<file path="src/rtl/norm_param_loader.sv">
// Purpose : unpacks LANES-word parameter beats from the DMA stream and writes them,
//           one word per cycle, to consecutive norm-parameter RAM addresses from 0.
// Latency : first RAM write 2 cycles after start (s_valid high); load_done the cycle after the last write.
// Backpressure: s_ready only in RECV; beats offered at any other time are held upstream.
//
// Ports:
//   clk, rst           - clock, asynchronous active-high reset
//   start, word_count  - load request (IDLE only) and number of words to write
//   s_data/s_valid/s_ready - packed beat input handshake, lane 0 in the LSBs
//   ram_write_address/ram_input_data/ram_write_enable - distributed RAM write port
//   busy, load_done    - status: not IDLE, one-cycle completion pulse
module norm_param_loader #(
  parameter int WIDTH     = 32,
  parameter int ADDR_BITS = 10,
  parameter int LANES     = 2
) (
  input  logic                   clk,
  input  logic                   rst,
  input  logic                   start,
  input  logic [ADDR_BITS:0]     word_count,
  input  logic [WIDTH*LANES-1:0] s_data,
  input  logic                   s_valid,
  output logic                   s_ready,
  output logic [ADDR_BITS-1:0]   ram_write_address,
  output logic [WIDTH-1:0]       ram_input_data,
  output logic                   ram_write_enable,
  output logic                   busy,
  output logic                   load_done
);

  localparam int CNT_W  = ADDR_BITS + 1;
  localparam int LANE_W = (LANES > 1) ? $clog2(LANES) : 1;

  // Full RAM depth; requests above this are clamped so the address never wraps.
  localparam logic [CNT_W-1:0]  MAX_WORDS = {1'b1, {ADDR_BITS{1'b0}}};
  localparam logic [LANE_W-1:0] LAST_LANE = LANE_W'(LANES - 1);

  typedef enum logic [1:0] {
    IDLE  = 2'd0,
    RECV  = 2'd1,
    WRITE = 2'd2,
    DONE  = 2'd3
  } state_t;

  state_t                   state_q, state_d;
  logic [CNT_W-1:0]         count_q, count_d;
  logic [CNT_W-1:0]         written_q, written_d;
  logic [ADDR_BITS-1:0]     addr_q, addr_d;
  logic [LANE_W-1:0]        lane_q, lane_d;
  logic [WIDTH*LANES-1:0]   beat_q, beat_d;
  logic [WIDTH-1:0]         lane_word;

  always_ff @(posedge clk or posedge rst) begin
    if (rst) begin
      state_q   <= IDLE;
      count_q   <= '0;
      written_q <= '0;
      addr_q    <= '0;
      lane_q    <= '0;
      beat_q    <= '0;
    end else begin
      state_q   <= state_d;
      count_q   <= count_d;
      written_q <= written_d;
      addr_q    <= addr_d;
      lane_q    <= lane_d;
      beat_q    <= beat_d;
    end
  end

  always_comb begin
    state_d   = state_q;
    count_d   = count_q;
    written_d = written_q;
    addr_d    = addr_q;
    lane_d    = lane_q;
    beat_d    = beat_q;

    case (state_q)
      IDLE: begin
        if (start) begin
          count_d   = (word_count > MAX_WORDS) ? MAX_WORDS : word_count;
          written_d = '0;
          addr_d    = '0;
          lane_d    = '0;
          // An empty load still produces its completion pulse.
          state_d   = (word_count == '0) ? DONE : RECV;
        end
      end

      RECV: begin
        // s_ready is high throughout RECV, so s_valid alone completes the handshake.
        if (s_valid) begin
          beat_d  = s_data;
          lane_d  = '0;
          state_d = WRITE;
        end
      end

      WRITE: begin
        addr_d    = addr_q + ADDR_BITS'(1);
        written_d = written_q + CNT_W'(1);
        // Count reached: leftover lanes in the current beat are dropped.
        if (written_q + CNT_W'(1) == count_q) begin
          state_d = DONE;
        end else if (lane_q == LAST_LANE) begin
          state_d = RECV;
        end else begin
          lane_d = lane_q + LANE_W'(1);
        end
      end

      DONE: begin
        state_d = IDLE;
      end

      default: begin
        state_d = IDLE;
      end
    endcase
  end

  // Lane select out of the captured beat.
  always_comb begin
    lane_word = '0;
    for (int i = 0; i < LANES; i++) begin
      if (lane_q == LANE_W'(i)) begin
        lane_word = beat_q[i*WIDTH +: WIDTH];
      end
    end
  end

  // Outputs decode from registered state only; the RAM bus is held at zero
  // outside WRITE so it is quiet between loads.
  assign s_ready           = (state_q == RECV);
  assign busy              = (state_q != IDLE);
  assign load_done         = (state_q == DONE);
  assign ram_write_enable  = (state_q == WRITE);
  assign ram_write_address = (state_q == WRITE) ? addr_q : '0;
  assign ram_input_data    = (state_q == WRITE) ? lane_word : '0;

endmodule

</file>
<file path="config.mk">
export PLATFORM = sky130hd
export DESIGN_NAME = norm_param_loader
export DESIGN_NICKNAME = d
export VERILOG_FILES = /design/src/rtl/norm_param_loader.sv
export SDC_FILE = /design/constraint.sdc
export NUM_CORES = 1
export LEC_CHECK = 0
export CORE_MARGIN = 2
export CORE_UTILIZATION = 56
export CTS_CLUSTER_DIAMETER = 60
export DETAILED_ROUTE_END_ITERATION = 8
export DONT_BUFFER_PORTS = 1
export PLACE_DENSITY = 0.71
export SYNTH_ARGS = -nofsm -noshare
export SYNTH_HDL_FRONTEND = slang
export SYNTH_SLANG_ARGS = --single-unit
</file>
<file path="constraint.sdc">
create_clock -name clk -period 4.6 [get_ports clk]
set_clock_uncertainty 0.1 [all_clocks]
set_input_delay 0.46 -clock clk [delete_from_list [all_inputs] [get_ports clk]]
set_output_delay 0.46 -clock clk [all_outputs]
set_load 0.02 [all_outputs]
</file>
==> summary.md <==
| Metric | Value |
|---|---|
| Status | finished, final reports clean |
| Initial antenna violation count | 0 |
| Sequential Area | 2480 um2 |
| Async set or reset register ratio after synthesis | 100% |
| Horiz. Die Dim | 98.2 um |
| Setup Fix Bufs, Post-CTS | 0 |
| Worst VDD drop | 0.392 mV |
| Starting DRT DRC Count | 188 |
| Leak pwr | 2.23 nW |
| Synthesis Warnings | 0 |
| Post-route ant nets | 0 |
| Crit. End Element | primary output |
| Clock tree buffer depth | 2 |
| Slew @ Worst Pin | 1060 ps |
| Largest net degree at the start of global routing | 72 |
| Max Fclk | 386 MHz |
| Hold_buf cts | 0 |
| Normalized max-slew margin | 29.5% |
| Area occupied by multi-input gates | 2340 um2 |
| Placed insts | 543 |
| TNS Setup | 0 ps |
| CTS H-Tree Depth | 3 |
| DRT Wirelength | 9920 um |
| RSZ-0062 raised after global routing | no |
| P per Cell Area | 618 nW/um2 |
| Area share of the largest cell type after synthesis | 49.9% |
| Residual DRC | 0 |
| Wire length per cell | 17.7 um |
| Post-synth EDFFs | 0 |
| Vias/cell | 5.92 |
| Post-synth cell types | 46 |
| P&R area growth vs syn | 4.81% |
| Layout Cells excl Fill | 559 |
| Slew Limit Fails | 0 |
| ANT cells | 0 |
| GRT Resource Usage Total | 21.4% |
| Total Die Area | 9640 um2 |
| Final Cycle Share | 56.4% |
| Critical path launch point type | register |
| Post-synth top area cell | dfrtp_1 |
| IO Port Bufs | 0 |
| Congestion Overflow GR | 0 |
| Post-CTS Resized | 0 |
| Synth area leaders | dfrtp_1 50%, mux2_2 15%, mux2i_1 6.4%, o21ai_0 4.3%, nor2_1 3.8% |
| CP Class | reg -> out |
| DP HPWL | 6840 um |
| Placer Congestion | 0.871 |
| HP Class | in -> async |
| Most frequent cell after synthesis | dfrtp_1 |
| Drt pass-1 iters | 4 |
| Crit-path max FO | 35 |
| Minimum clock period | 2590 ps |
| Clock root buffer | clkbuf_8 |
| Ratio of cells with drive above 1 in the final layout | 20.8% |
| Filler instances | 738 |
| Initial Utilization | 57.2% |
| Final setup vio count | 0 |
| Seq/Total Area, Yosys | 49.9% |
| Synth cell count leaders | 99 x dfrtp_1, 65 x mux2_2, 50 x nor2_1 |
| I/O pin count | 125 |
| CTS sink count | 99 |
| Die height | 98.2 um |
| WP data required | 4040 ps |
| Nets@finish | 527 |
| Yosys reg bits | 99 |
| Arrival @ worst endpoint | 2030 ps |
| Hold Vio Cnt, Final | 0 |
| Syn nets | 544 |
| Ys flop type | dfrtp_1 |
| Num rows | 34 |
| CTS clk-pin slew, worst paths | 100 ps |
| Cells after Synth | 463 |
| Via count | 3,311 |
| Synthesized cell area | 4970 um2 |
| Global-route wire length before repair | 16,600 um |
| Core area | 8680 um2 |
| TritonCTS buffer count | 9 |
| Max_cap viols | 0 |
| Clk Latency, worst-skew pair | 350 ps |
| Synth Area per Inst | 10.7 um2 |
| Vias in the first global route | 3,343 |
| TritonCTS clock tree | yes |
## critical path, stage by stage, from the launching register on
cell and delay, ps:
dfrtp_2 1070, mux2i_1 210, nor2_1 380
## cells by family after synthesis
family | synth area share, %
muxes | 21.2
buffers and inverters | 3.07
adders and majority gates | 0.504
xor gates and xnor gates | 2.65
AOI/OAI and AO/OA | 7.58
DFF | 49.9
and+or+nand+nor | 15.1
## layout by cell type (no fill, tap or decap), drive strengths merged, types with 2 or more instances in the layout
| cell type | n |
|---|---|
| buf | 3 |
| and2 | 11 |
| a31oi | 2 |
| nor2 | 50 |
| nand3 | 20 |
| and3 | 7 |
| dfrtp | 99 |
| ha | 2 |
| clkinv | 3 |
| inv | 8 |
| xnor2 | 8 |
| nand4 | 3 |
| xor2 | 7 |
| mux2i | 32 |
| or4 | 2 |
| a22o | 3 |
| nand2 | 33 |
| mux2 | 65 |
| nor4 | 5 |
| a221oi | 2 |
| clkbuf | 9 |
| o21ai | 43 |
| a21oi | 7 |
| nand2b | 9 |
## layout make-up
class	instances	area share, %
flip-flops and latches	99	47.6
inverters	5	0.409
clock inverters	7	1.59
multi-input cells	328	45.0
clock buffers	9	2.38
repair buffers	3	0.433
well taps	108	2.60
## metrics by stage
stage                     utilization, %  hold slack (ps)  setup WS, ps  cell area (um2)  power, mW
after floorplan                        -              349          1450             4970       2.47
after global placement              57.6              369          2200             5000       2.63
after detailed placement            57.6              392          2120             5000       2.70
after CTS                           60.0             55.7          1960             5200       3.25
after global routing                60.0             94.4          1890             5200       3.45
final                               60.0             28.7          2010             5200       3.21
## worst paths after layout
check / cells past startpoint / end / startpoint / slack, ps
max in group asynchronous: 2 / written_q[5]$_DFFE_PP0P_ / rst / 3430
min: 1 / beat_q[24]$_DFFE_PP0P_ / rst / 30
max: 2 / ram_input_data[1] / lane_q$_DFFE_PP0P_ / 2010
max reg2reg: 5 / beat_q[28]$_DFFE_PP0P_ / state_q[1]$_DFFE_PP0P_ / 2130
min in group clk: 1 / beat_q[19]$_DFFE_PP0P_ / s_data[19] / 130
min reg2reg: 1 / addr_q[9]$_DFFE_PP0P_ / addr_q[9]$_DFFE_PP0P_ / 400
## layer usage
layer / track usage [%] / vias to the layer above / wire, um
met1: 27.5 / 1623 / 4050
met2: 34.3 / 97 / 4920
li1: - / 1579 / -
met4: 6.64 / 0 / 138
met5: 0 / - / 0
met3: 7.59 / 12 / 802
## sequential cells by signal, summed over array words and instances, names as in the netlist
name and count:
lane_q 1, addr_q 10, count_q 11, written_q 11
beat_q 64, state_q 2
## power breakdown
group	leakage, nW	switching [mW]	total (mW)	internal (mW)
clock	0.101	0.334	0.552	0.218
sequential	1.22	0.288	1.52	1.23
combinational	0.907	0.574	1.14	0.569
total	2.23	1.20	3.21	2.02
(Power assumes the default switching activity.)
